<file path="src/rtl/tuning_ctrl.sv">
// Encoder/preset tuning controller: conditions the quadrature encoder, keeps the
// tuned frequency within bounds, and publishes the matching DDS phase increment
// over a valid/ready stream. Encoder changes that arrive mid-transfer are merged,
// so the next transfer always carries the newest frequency.
module tuning_ctrl #(
    parameter int unsigned PHASE_W     = 27,
    parameter int unsigned F_MIN       = 100000,
    parameter int unsigned F_MAX       = 8000000,
    parameter int unsigned F_DEFAULT   = 1000000,
    parameter int unsigned STEP_FINE   = 100,
    parameter int unsigned STEP_COARSE = 10000,
    parameter int unsigned ACCEL_WIN   = 120000,
    parameter int unsigned DEBOUNCE    = 4800,
    parameter int unsigned PINC_MULT   = 8796093,
    parameter int unsigned PINC_SHIFT  = 20
) (
    input  logic               clk,
    input  logic               reset_n,
    input  logic               enc_a,
    input  logic               enc_b,
    input  logic               load_valid,
    input  logic [31:0]        load_freq,
    output logic [31:0]        freq_hz,
    output logic [PHASE_W-1:0] pinc_tdata,
    output logic               pinc_tvalid,
    input  logic               pinc_tready,
    output logic               busy
);

    localparam int unsigned DB_W = $clog2(DEBOUNCE + 1);
    localparam int unsigned AC_W = $clog2(ACCEL_WIN + 1);

    typedef enum logic [1:0] {
        IDLE,
        CALC,
        SEND
    } state_t;

    state_t state, state_next;

    // Channel 0 is encoder A, channel 1 is encoder B.
    logic [1:0]      raw;
    logic [1:0]      sync1;
    logic [1:0]      sync2;
    logic [1:0]      deb;
    logic            deb_a_d;
    logic [DB_W-1:0] db_cnt [2];
    logic            detent;

    logic [AC_W-1:0] accel_cnt;

    logic [32:0]     step;
    logic [32:0]     stepped;
    logic [31:0]     freq_stepped;
    logic [31:0]     load_clamped;
    logic [31:0]     freq_next;
    logic            freq_change;

    logic            pending;
    logic            pend_clear;
    logic            tvalid_next;
    logic            capture;
    logic [55:0]     prod;
    logic [PHASE_W-1:0] pinc_calc;

    assign raw = {enc_b, enc_a};

    // Two-flop synchroniser for the asynchronous encoder pins.
    always_ff @(posedge clk) begin
        if (!reset_n) begin
            sync1 <= '0;
            sync2 <= '0;
        end else begin
            sync1 <= raw;
            sync2 <= sync1;
        end
    end

    // Debounce: accept a new level only after DEBOUNCE consecutive differing samples.
    always_ff @(posedge clk) begin
        if (!reset_n) begin
            deb     <= '0;
            deb_a_d <= 1'b0;
            for (int unsigned i = 0; i < 2; i++) begin
                db_cnt[i] <= '0;
            end
        end else begin
            deb_a_d <= deb[0];
            for (int unsigned i = 0; i < 2; i++) begin
                if (sync2[i] == deb[i]) begin
                    db_cnt[i] <= '0;
                end else if (db_cnt[i] == DB_W'(DEBOUNCE - 1)) begin
                    deb[i]    <= sync2[i];
                    db_cnt[i] <= '0;
                end else begin
                    db_cnt[i] <= db_cnt[i] + DB_W'(1);
                end
            end
        end
    end

    assign detent = deb[0] & ~deb_a_d;

    // Cycles since the last detent, saturating at ACCEL_WIN.
    always_ff @(posedge clk) begin
        if (!reset_n) begin
            accel_cnt <= AC_W'(ACCEL_WIN);
        end else if (detent) begin
            accel_cnt <= '0;
        end else if (accel_cnt != AC_W'(ACCEL_WIN)) begin
            accel_cnt <= accel_cnt + AC_W'(1);
        end
    end

    // Next frequency: load has priority over a detent; both are clamped to the band.
    always_comb begin
        step = (accel_cnt < AC_W'(ACCEL_WIN)) ? 33'(STEP_COARSE) : 33'(STEP_FINE);
        if (deb[1]) begin
            stepped = {1'b0, freq_hz} - step;
        end else begin
            stepped = {1'b0, freq_hz} + step;
        end
        // Bit 32 set means a down-step borrowed below zero or an up-step passed 2^32.
        if (stepped[32]) begin
            freq_stepped = deb[1] ? 32'(F_MIN) : 32'(F_MAX);
        end else if (stepped[31:0] < 32'(F_MIN)) begin
            freq_stepped = 32'(F_MIN);
        end else if (stepped[31:0] > 32'(F_MAX)) begin
            freq_stepped = 32'(F_MAX);
        end else begin
            freq_stepped = stepped[31:0];
        end

        if (load_freq < 32'(F_MIN)) begin
            load_clamped = 32'(F_MIN);
        end else if (load_freq > 32'(F_MAX)) begin
            load_clamped = 32'(F_MAX);
        end else begin
            load_clamped = load_freq;
        end

        freq_next = freq_hz;
        if (load_valid) begin
            freq_next = load_clamped;
        end else if (detent) begin
            freq_next = freq_stepped;
        end
        freq_change = (freq_next != freq_hz);
    end

    // Tuned frequency register.
    always_ff @(posedge clk) begin
        if (!reset_n) begin
            freq_hz <= 32'(F_DEFAULT);
        end else begin
            freq_hz <= freq_next;
        end
    end

    // Pending flag: a new change wins over a simultaneous clear.
    always_ff @(posedge clk) begin
        if (!reset_n) begin
            pending <= 1'b0;
        end else if (freq_change) begin
            pending <= 1'b1;
        end else if (pend_clear) begin
            pending <= 1'b0;
        end
    end

    // The product is formed combinationally in CALC and only the shifted result is
    // registered, so tvalid rises on the edge that leaves CALC.
    assign prod      = {24'd0, freq_hz} * 56'(PINC_MULT) + (56'd1 << (PINC_SHIFT - 1));
    assign pinc_calc = PHASE_W'(prod >> PINC_SHIFT);

    // FSM state register.
    always_ff @(posedge clk) begin
        if (!reset_n) begin
            state <= CALC;
        end else begin
            state <= state_next;
        end
    end

    // FSM next state, pending clear and stream control.
    always_comb begin
        state_next  = state;
        pend_clear  = 1'b0;
        capture     = 1'b0;
        tvalid_next = pinc_tvalid;
        case (state)
            IDLE: begin
                if (pending) begin
                    state_next = CALC;
                    pend_clear = 1'b1;
                end
            end
            CALC: begin
                capture     = 1'b1;
                tvalid_next = 1'b1;
                state_next  = SEND;
            end
            SEND: begin
                if (pinc_tvalid && pinc_tready) begin
                    tvalid_next = 1'b0;
                    if (pending) begin
                        state_next = CALC;
                        pend_clear = 1'b1;
                    end else begin
                        state_next = IDLE;
                    end
                end
            end
            default: begin
                state_next = IDLE;
            end
        endcase
    end

    // Stream output registers; tdata only changes when leaving CALC.
    always_ff @(posedge clk) begin
        if (!reset_n) begin
            pinc_tvalid <= 1'b0;
            pinc_tdata  <= '0;
        end else begin
            pinc_tvalid <= tvalid_next;
            if (capture) begin
                pinc_tdata <= pinc_calc;
            end
        end
    end

    assign busy = (state != IDLE) || pending;

endmodule

</file>
<file path="config.mk">
export PLATFORM = sky130hd
export DESIGN_NAME = tuning_ctrl
export DESIGN_NICKNAME = d
export VERILOG_FILES = /design/src/rtl/tuning_ctrl.sv
export SDC_FILE = /design/constraint.sdc
export NUM_CORES = 1
export LEC_CHECK = 0
export ABC_AREA = 1
export CAP_MARGIN = 40
export CELL_PAD_IN_SITES_DETAIL_PLACEMENT = 0
export CELL_PAD_IN_SITES_GLOBAL_PLACEMENT = 1
export CORE_UTILIZATION = 52
export CTS_CLUSTER_DIAMETER = 60
export DETAILED_ROUTE_END_ITERATION = 10
export HOLD_SLACK_MARGIN = 0.03
export PLACE_DENSITY = 0.95
export SYNTH_ARGS = -nofsm -noshare
export SYNTH_HDL_FRONTEND = slang
export SYNTH_SLANG_ARGS = --single-unit
</file>
<file path="constraint.sdc">
create_clock -name clk -period 15.36 [get_ports clk]
set_input_delay 3.072 -clock clk [delete_from_list [all_inputs] [get_ports clk]]
set_output_delay 3.072 -clock clk [all_outputs]
set_load 0.02 [all_outputs]
</file>
======== Word level (Yosys, flattened, before mapping) ========
Memories as Yosys holds them, arrays and structs flattened.
Index checks and enable logic that the tools add are counted.
operators by class
  muxes and demuxes ....................... 53
  multipliers ............................. 1
  add/sub/neg operators ................... 6
  order comparisons ....................... 5
  reductions and logical operators ........ 12
  equality and inequality tests ........... 10
  bitwise operators ....................... 11
operator list
  cell                                                  count
  two-way mux 32 bit                                    7
  two-way mux 13 bit                                    6
  > comparator 32 x 23 -> 1 bit, second input constant  2
  < comparator 32 x 17 -> 1 bit, second input constant  2
  adder 47 x 20 -> 47 bit, second input constant        1
  multiplier 32 x 24 -> 47 bit, second input constant   1
  two-way mux 17 bit                                    2
  adder 32 x 14 -> 33 bit                               1
  two-way mux 33 bit                                    1
  subtractor 32 x 14 -> 33 bit                          1
  != test 32 bit                                        1
  two-way mux 1 bit                                     30
  adder 13 x 1 -> 13 bit, second input constant         2
  == test 13 bit, second input constant                 2
  two-way mux 23 bit                                    1
  adder 17 x 1 -> 17 bit, second input constant         1
  < comparator 17 bit, second input constant            1
  != test 17 bit, second input constant                 1
  two-way mux 14 bit                                    1
  AND reduction 2 bit                                   4
  nonzero test 2 bit                                    4
  bitwise OR 1 bit                                      6
  case mux 2 bit (3 select lines)                       1
  two-way mux 2 bit                                     2
  11 further kinds                                      17
word-level totals
  output and inout bits ................... 61
  input bits .............................. 38
  memory bits (writable) .................. 26
  memories kept ........................... 1
  register bits after elaboration ......... 87
memory list
  memory  words  bits a word  read ports  clocked after memory_dff  write ports  RTL line  text
  db_cnt  2      13           2           0                         2            47        logic [DB_W-1:0] db_cnt [2];

======== Logic depth before layout (Yosys ltp) ========
Gate-level depths: netlist of the first run.
  depth after elaboration ................. 12
  gate-level depth with buffers ........... 38
  depth with buffers taken out ............ 38

======== Worst setup path before layout of the first run ========
Ideal clock, no wire load.
  path type ............................... flip-flop to flip-flop
  start point ............................. register freq_hz[10]
  end point ............................... register pinc_tdata[24]
  setup time .............................. 0.057 ns
  arrival ................................. 6.507 ns
  period minus slack after synthesis ...... 6.564 ns
  cell stages (with the launch flop) ...... 26
  path buffers ............................ 0
  setup slack ............................. 8.796 ns
  path through ............................ dfxtp_1 > inv_1 > fa_1 > fa_1 > inv_1 > fa_1 > fa_1 > fa_1 > inv_1 > fa_1 > inv_1 > fa_1 > ha_1 > a21oi_1 > inv_1 > a31oi_1 > a21boi_0 > o21ai_0 > a21boi_0 > o21ai_0 > nand3_1 > o21ai_0 > or2_2 > nand3_1 > o211ai_1 > inv_1
on the way
  word-level cells in the longest chain between the ends .. 2
RTL lines
  element                       RTL line  text
  start, declared               23        output logic [31:0] freq_hz,
  start signal, assigned        154       freq_hz <= 32'(F_DEFAULT);
  start signal, assigned        156       freq_hz <= freq_next;
  multiplier 32 x 24 -> 47 bit  173       assign prod = {24'd0, freq_hz} * 56'(PINC_MULT) + (56'd1 << (PINC_SHIFT - 1));
  adder 47 x 20 -> 47 bit       173
  end signal, assigned          228       pinc_tdata <= pinc_calc;
  end, declared                 24        output logic [PHASE_W-1:0] pinc_tdata,
Every way passes these cells.
A chain may end at the register's enable or synchronous reset.

======== Final worst setup path of the first run ========
  start point ............................. register freq_hz[12]
  end point ............................... register pinc_tdata[20]
Same word-level chain as after synthesis.

==> flow_summary_export.csv, run 1 <==
group,metric,value,unit
placed_design,place_hpwl,56200,microns
cts,clk_latency,0.48,ns
synth,synthSimpleGateAreaFrac,0.187,
layout,n_fill_cell,3840,
synth,ys_types,49,
job,drv_cap,0,
worst_setup_path,reg2regPathDepth,24,
layout,antenna-diode-count,0,
cts,cts_tree,"done",
power,power_per_cell_area,218,nW/um^2
die,rows,74,
layout,final_common_cell,"sky130_fd_sc_hd__inv_1",
cts,maximum_buffer_depth_of_the_clock_tree,2,
route,wl_per_cell,18.9,microns
worst_hold_path,timing.hold.worst.start,"sync1[1]$_SDFF_PN0_",
worst_setup_path,critPathRequiredTime,15.72,ns
worst_setup_path,setup.worst_path.start_class,"flip-flop",
synth,seq_area_frac_synth,0.115,
synth,synth_cells,2822,
cts,clock-sinks,113,
worst_setup_path,worst-setup-path-type,"reg2reg",
synth,yosys_warnings,0,
synth,postSynthRegisterBits,113,
worst_hold_path,class_of_the_tightest_hold_or_removal_check,"reg2reg",
worst_setup_path,reg2reg_capture_point,"pinc_tdata[20]$_SDFFE_PN0P_",
sta,setup_violations,0,
sta,setup_repair_after_global_routing_missed_its_margin,"false",
placed_design,numPlacedInstances,3466,
worst_setup_path,timing.critical_path.fanout_max,12,
synth,yosys.area_share.adder,0.471,
cts,worst_setup_hold_path_clk_slew,0.06,ns
die,die_footprint,43100,sq um
die,design.portCount,99,
worst_hold_path,holdPathEnd,"sync2[1]$_SDFF_PN0_",
die,die_width,208,microns
global_route,number_of_global_route_vias_before_repair,19100,
power,power_leakage,13.1,nW
worst_setup_path,reg2reg_setup_slack,7.87,ns
layout,design_area,24300,sq um
placed_design,cell_area_after_placement,23800,sq um
run_status,run_status,"finished, final reports clean",
worst_setup_path,timing.critical_path.slowest_stage_cell,"sky130_fd_sc_hd__dfxtp_1",
synth,async_reset_ff_frac,0,
die,height_of_the_die,208,microns
sta,worst_pin_slew,0.891,ns
route,route.antenna.remaining_nets,0,
worst_setup_path,crit_chain,"inv_1 -> fa_1 -> fa_1 -> inv_1 -> fa_1 -> fa_1 -> fa_1 -> inv_1 -> fa_1 -> inv_1 -> fa_1 -> ha_1 -> nand2_1 -> nor2_1 -> nand4_1 -> o21ai_0 -> a21boi_0 -> o21ai_0 -> nand3_1 -> nand2_1 -> a21oi_1 -> xnor2_1 -> o21ai_0 -> inv_1",
die,start_util,0.533,
worst_setup_path,worst_setup_path_end_kind,"flip-flop",
route,first_pass_iters,5,
sta,post-route-min-period,7.49,ns
synth,post_synth_mux_area_share,0,
synth,netlist_area,22000,sq um
cts,resized_gates_after_cts,0,
layout,final_cell_mix,"sky130_fd_sc_hd__inv_1 (754), sky130_fd_sc_hd__nand2_1 (445), sky130_fd_sc_hd__fa_1 (341)",
global_route,grt_pass1_wl,105000,microns
worst_hold_path,hold_path_depth,2,
power,worst_ir_drop_vdd,0.000283,V
synth,proportion_of_netlist_area_held_by_the_largest_area_contributor,0.310,
cts,post-cts-setup-buffer-count,0,
route,routed_via_density,5.33,
cts,postCtsHoldBufs,0,
worst_setup_path,cp.arrival,7.85,ns
sta,setup_total_negative_slack,0,ns
synth,synth_top_flop_cell,"sky130_fd_sc_hd__dfxtp_1",
sta,hold_viol,0,
synth,synth.largest_area_cell,"sky130_fd_sc_hd__fa_1",
worst_setup_path,worst_path_most_repeated_cell,"sky130_fd_sc_hd__fa_1",
synth,synth_area_per_cell,7.80,sq um
sta,timing.final.crit_share,0.488,
sta,max_slew_violation_total_from_the_final_report,0,
route,detailedRoute.firstIterationViolations,1357,
cts,cts_max_level,4,
sta,hold_slack,0.417,ns
global_route,largest_net_degree_at_the_start_of_global_routing,46,
route,drc,0,
layout,final_nets,3614,
sta,clock_skew,0.0137,ns
cts,cts_root_buffer,"sky130_fd_sc_hd__clkbuf_16",
synth,synth_edf_count,26,
synth,synth.top_cells.by_area,"sky130_fd_sc_hd__fa_1 (31%), sky130_fd_sc_hd__ha_1 (16%), sky130_fd_sc_hd__inv_1 (13%)",
global_route,gr-total-overflow,0,
synth,dominant_combinational_cell_family_by_area_after_synthesis,"adder cells",
global_route,number_of_antenna_violations_at_the_first_check_in_global_routing,0,
synth,post_synth_xor_area_fraction,0.0143,
sta,slew_headroom,0.405,
placed_design,gpl.final_weighted_congestion,0.999,
worst_setup_path,regToRegStartpoint,"freq_hz[12]$_SDFF_PN0_",
worst_setup_path,slowest_delay,0.70,ns
cts,cts-buffers-inserted,17,
sta,timing.fmax,0.134,GHz
global_route,grt.total_usage,0.321,
die,placeableCoreArea,41300,sq um
layout,final_cell_count_without_fillers,3498,
layout,drive_gt1_frac,0.0364,
route,vias,18600,
route,totalWireLength,66200,microns
layout,areaGrowthSynthToFinish,10.5,%
placed_design,numPortBuffers,98,
synth,synth_compound_area_frac,0.0762,
-- logic make-up after synthesis --
group,Yosys count
adder cells (fa/ha/maj),623
other,1
AND/OR/NAND/NOR,947
flip-flops,113
XOR/XNOR,35
buffers and inverters,797
AO/OA/AOI/OAI,306
-- report_power, final --
| part | internal, mW | leakage (nW) | switching [mW] | total, mW |
|---|---|---|---|---|
| Sequential | 0.344 | 0.985 | 0.0317 | 0.375 |
| Clock | 0.227 | 0.277 | 0.182 | 0.409 |
| Combinational | 1.63 | 11.9 | 2.88 | 4.51 |
-- synthesized netlist by cell type, types with 5 or more instances --
cell                       count
sky130_fd_sc_hd__a21o_1        7
sky130_fd_sc_hd__a21oi_1     148
sky130_fd_sc_hd__a31oi_1       8
sky130_fd_sc_hd__clkbuf_1     25
sky130_fd_sc_hd__dfxtp_1      87
sky130_fd_sc_hd__edfxtp_1     26
sky130_fd_sc_hd__fa_1        341
sky130_fd_sc_hd__ha_1        282
sky130_fd_sc_hd__inv_1       754
sky130_fd_sc_hd__inv_2        10
sky130_fd_sc_hd__nand2_1     445
sky130_fd_sc_hd__nand2_2      19
sky130_fd_sc_hd__nand3_1     147
sky130_fd_sc_hd__nand3b_1     11
sky130_fd_sc_hd__nand4_1      20
sky130_fd_sc_hd__nor2_1      222
sky130_fd_sc_hd__nor2_2        5
sky130_fd_sc_hd__nor3_1       26
sky130_fd_sc_hd__nor3b_1       7
sky130_fd_sc_hd__nor4_1       26
sky130_fd_sc_hd__o211ai_1     12
sky130_fd_sc_hd__o21a_1        7
sky130_fd_sc_hd__o21ai_0      97
sky130_fd_sc_hd__o31ai_1       6
sky130_fd_sc_hd__or2_2         6
sky130_fd_sc_hd__xnor2_1      17
sky130_fd_sc_hd__xor2_1       17
-- final cells by class --
class | instances | area, sq um | area share
clock inverter | 15 | 149 | 0.00612
sequential | 113 | 2520 | 0.104
multi-input combinational | 1937 | 16600 | 0.681
tap | 532 | 666 | 0.0274
clock buffer | 17 | 425 | 0.0175
inverter | 767 | 2880 | 0.118
timing repair buffer | 117 | 1120 | 0.0459
-- registers in the layout, summed over array words and instances (netlist names) --
signal,cells
state,2
accel_cnt,17
pinc_tdata,27
pinc_tvalid,1
deb,2
deb_a_d,1
pending,1
sync2,2
sync1,2
db_cnt,26
freq_hz,32
-- through the flow --
step / setup slack, ns / utilization / total power, mW
4_1_cts: 7.96 / 0.589 / 5.32
6_report: 7.87 / 0.589 / 5.29
5_1_grt: 7.51 / 0.589 / 5.93
2_1_floorplan: 8.80 / - / 3.62
3_3_place_gp: 8.20 / 0.575 / 4.84
3_5_place_dp: 7.99 / 0.575 / 4.88
-- worst max-delay path by stage --
stage	start	endpoint	slack (ns)	cells past startpoint
CTS	freq_hz[12]$_SDFF_PN0_	pinc_tdata[20]$_SDFFE_PN0P_	7.96	24
floorplan	freq_hz[10]$_SDFF_PN0_	pinc_tdata[24]$_SDFFE_PN0P_	8.80	25
finish	freq_hz[12]$_SDFF_PN0_	pinc_tdata[20]$_SDFFE_PN0P_	7.87	24
global route	freq_hz[12]$_SDFF_PN0_	pinc_tdata[24]$_SDFFE_PN0P_	7.51	24
detailed placement	freq_hz[12]$_SDFF_PN0_	pinc_tdata[24]$_SDFFE_PN0P_	7.99	24
global placement	freq_hz[10]$_SDFF_PN0_	pinc_tdata[20]$_SDFFE_PN0P_	8.20	25
-- per-layer routing --
| metal | vias up | GRT usage | wire [microns] |
|---|---|---|---|
| met3 | 137 | 0.0831 | 4980 |
| met5 | - | 0 | 0 |
| met2 | 573 | 0.498 | 29800 |
| li1 | 8922 | - | - |
| met4 | 0 | 0.132 | 2620 |
| met1 | 9016 | 0.428 | 28800 |
-- worst max-delay path, delay by kind of cell, from the launching register on --
kind | cells | cell delay (ns)
fa+ha+maj | 8 | 3.97
compound gates | 5 | 1.33
simple gates | 5 | 0.76
flops | 1 | 0.70
buf+inv | 5 | 0.50
xor+xnor | 1 | 0.13
(Power assumes the default switching activity.)
==> inputs of run 2 (changes only) <==
--- a/config.mk
+++ b/config.mk
@@ -9,11 +9,11 @@
 export CAP_MARGIN = 40
 export CELL_PAD_IN_SITES_DETAIL_PLACEMENT = 0
 export CELL_PAD_IN_SITES_GLOBAL_PLACEMENT = 1
-export CORE_UTILIZATION = 52
+export CORE_UTILIZATION = 48
 export CTS_CLUSTER_DIAMETER = 60
 export DETAILED_ROUTE_END_ITERATION = 10
 export HOLD_SLACK_MARGIN = 0.03
-export PLACE_DENSITY = 0.95
+export PLACE_DENSITY = 0.93
 export SYNTH_ARGS = -nofsm -noshare
 export SYNTH_HDL_FRONTEND = slang
 export SYNTH_SLANG_ARGS = --single-unit
==> constraint.sdc (replaced) <==
create_clock -name clk -period 7.7 [get_ports clk]
set_input_delay 1.54 -clock clk [delete_from_list [all_inputs] [get_ports clk]]
set_output_delay 1.54 -clock clk [all_outputs]
set_load 0.02 [all_outputs]
==> flow_summary_export.csv, run 2 (synthesized netlist as in run 1, its figures left out) <==
group,metric,value,unit
layout,final_cell_mix,"sky130_fd_sc_hd__inv_1 (754), sky130_fd_sc_hd__nand2_1 (445), sky130_fd_sc_hd__fa_1 (341)",
power,power.switching,6.13,mW
worst_setup_path,worst-setup-path-type,"reg2reg",
worst_setup_path,regToRegStartpoint,"freq_hz[5]$_SDFF_PN0_",
worst_setup_path,reg2reg_setup_slack,0.70,ns
worst_setup_path,reg2reg_capture_point,"pinc_tdata[24]$_SDFFE_PN0P_",
layout,antenna-diode-count,0,
route,first_pass_iters,6,
sta,timing.fmax,0.143,GHz
route,routed_via_density,5.29,
sta,clock_skew,0.0185,ns
run_status,run_status,"finished, final reports clean",
cts,maximum_buffer_depth_of_the_clock_tree,2,
sta,max_slew_violation_total_from_the_final_report,0,
sta,hold_slack,0.413,ns
layout,register_area,2520,sq um
route,wl_per_cell,18.7,microns
worst_hold_path,timing.hold.worst.start,"sync1[1]$_SDFF_PN0_",
route,totalWireLength,67100,microns
route,route.antenna.remaining_nets,0,
power,share_comb_of_total_power,0.853,
layout,final_cell_count_without_fillers,3586,
global_route,largest_net_degree_at_the_start_of_global_routing,46,
worst_setup_path,setup.worst_path.start_class,"flip-flop",
cts,resized_gates_after_cts,0,
layout,biggestRegsByFlops,"freq_hz x32, pinc_tdata x27, db_cnt x26",
sta,post-route-min-period,7.00,ns
power,switching_share_of_power,0.583,
power,power.share.sequential,0.070,
worst_setup_path,timing.critical_path.slowest_stage_cell,"sky130_fd_sc_hd__dfxtp_1",
sta,slew_headroom,0.485,
power,power_leakage,13.2,nW
die,placeableCoreArea,45300,sq um
placed_design,gpl.final_weighted_congestion,0.980,
cts,post-cts-setup-buffer-count,0,
sta,setup_violations,0,
worst_hold_path,hold_path_depth,2,
global_route,gr-total-overflow,0,
layout,largest_register_ff_count,32,
route,vias,19000,
route,detailedRoute.firstIterationViolations,1386,
sta,worst_pin_slew,0.770,ns
placed_design,numPortBuffers,98,
power,power_per_cell_area,427,nW/um^2
power,internal_power,4.38,mW
sta,hold_viol,0,
route,drc,0,
sta,setup_repair_after_global_routing_missed_its_margin,"false",
layout,final_common_cell,"sky130_fd_sc_hd__inv_1",
layout,multiInputGateArea,16600,sq um
layout,post-route-util,0.543,
cts,cts_max_level,4,
die,start_util,0.486,
cts,clock-sinks,113,
worst_setup_path,crit_chain,"inv_1 -> ha_1 -> fa_1 -> inv_1 -> ha_1 -> fa_1 -> fa_1 -> inv_1 -> fa_1 -> inv_1 -> fa_1 -> ha_1 -> nand2_1 -> nor2_1 -> nand4_1 -> o21ai_0 -> a21boi_0 -> o21ai_0 -> nand3_1 -> o21ai_0 -> or2_2 -> nand3_1 -> o211ai_1 -> inv_1",
die,die_width,216,microns
die,design.portCount,99,
die,rows,78,
worst_setup_path,worst_setup_path_end_kind,"flip-flop",
die,height_of_the_die,216,microns
cts,cts_root_buffer,"sky130_fd_sc_hd__clkbuf_16",
placed_design,numPlacedInstances,3554,
power,p_clk_frac,0.077,
placed_design,place_hpwl,57900,microns
cts,postCtsHoldBufs,0,
cts,worst_setup_hold_path_clk_slew,0.06,ns
global_route,number_of_global_route_vias_before_repair,19400,
worst_setup_path,critPathRequiredTime,8.04,ns
job,drv_cap,0,
worst_setup_path,reg2regPathDepth,24,
worst_setup_path,slowest_delay,0.74,ns
sta,timing.final.crit_share,0.910,
cts,clk_latency,0.46,ns
cts,cts_tree,"done",
global_route,number_of_antenna_violations_at_the_first_check_in_global_routing,0,
layout,final_nets,3634,
sta,setup_total_negative_slack,0,ns
layout,regMostFlops,"freq_hz",
global_route,grt.total_usage,0.295,
worst_hold_path,holdPathEnd,"sync2[1]$_SDFF_PN0_",
global_route,grt_pass1_wl,106000,microns
cts,cts-buffers-inserted,17,
worst_setup_path,cp.arrival,7.35,ns
layout,areaGrowthSynthToFinish,11.7,%
worst_setup_path,timing.critical_path.fanout_max,15,
power,worst_ir_drop_vdd,0.000708,V
layout,drive_gt1_frac,0.0429,
worst_hold_path,class_of_the_tightest_hold_or_removal_check,"reg2reg",
die,die_footprint,46700,sq um
layout,n_fill_cell,4275,
run 2: changes by cell type in the layout (fill, tap and decap cells not counted), sizes merged:
cell	delta
clkinvlp	-2
bufinv	-1
clkinv	+1
clkdlybuf4s50	+1
clkbuf	+2
buf	+19
run 2: cell type report:
type                    instances  area share
multi-input cells            1937       0.674
inverters                     767       0.117
flip-flops and latches        113       0.103
repair buffers                137      0.0518
well taps                     600      0.0305
clock buffers                  19      0.0193
clock inverters                13     0.00453
run 2: metal layers:
metal / wire (microns) / part of all wire / vias to the layer above / global-route usage
met5: 0 / 0 / - / 0
met4: 3500 / 0.052 / 0 / 0.148
met3: 4080 / 0.061 / 134 / 0.0403
met2: 32000 / 0.48 / 648 / 0.487
met1: 27500 / 0.41 / 9232 / 0.380
li1: - / - / 8963 / -
run 2: metrics by stage:
stage / power (mW) / cell area (sq um) / setup slack [ns]
6_report: 10.5 / 24600 / 0.695
2_1_floorplan: 7.22 / 22100 / 1.14
5_1_grt: 11.7 / 24600 / 0.177
3_3_place_gp: 9.61 / 24000 / 0.889
4_1_cts: 10.5 / 24600 / 0.735
3_5_place_dp: 9.60 / 24000 / 0.784
run 2: critical path, delay by kind of cell, from the launching register on:
kind	cells	cell delay, ns
flip-flops	1	0.74
AO/OA/AOI/OAI	5	1.39
adder cells (fa/ha/maj)	8	3.55
buffers and inverters	5	0.41
AND/OR/NAND/NOR	6	0.81
run 2: worst max-delay path by stage:
| stage | start | to | slack [ns] | depth (start not counted) |
|---|---|---|---|---|
| after detailed placement | freq_hz[5]$_SDFF_PN0_ | pinc_tdata[24]$_SDFFE_PN0P_ | 0.78 | 24 |
| after global placement | freq_hz[5]$_SDFF_PN0_ | pinc_tdata[24]$_SDFFE_PN0P_ | 0.89 | 25 |
| after CTS | freq_hz[5]$_SDFF_PN0_ | pinc_tdata[24]$_SDFFE_PN0P_ | 0.73 | 24 |
| final | freq_hz[5]$_SDFF_PN0_ | pinc_tdata[24]$_SDFFE_PN0P_ | 0.70 | 24 |
| after global routing | freq_hz[5]$_SDFF_PN0_ | pinc_tdata[24]$_SDFFE_PN0P_ | 0.18 | 24 |
| after floorplan | freq_hz[10]$_SDFF_PN0_ | pinc_tdata[24]$_SDFFE_PN0P_ | 1.14 | 25 |
run 2: power groups by stage:
stage	sequential (mW)	clock, mW	combinational (mW)
after CTS	0.741	0.827	8.92
after global placement	0.751	0	8.86
final	0.739	0.810	8.96
after floorplan	0.814	0	6.41
after detailed placement	0.753	0	8.85
after global routing	0.748	0.848	10.1
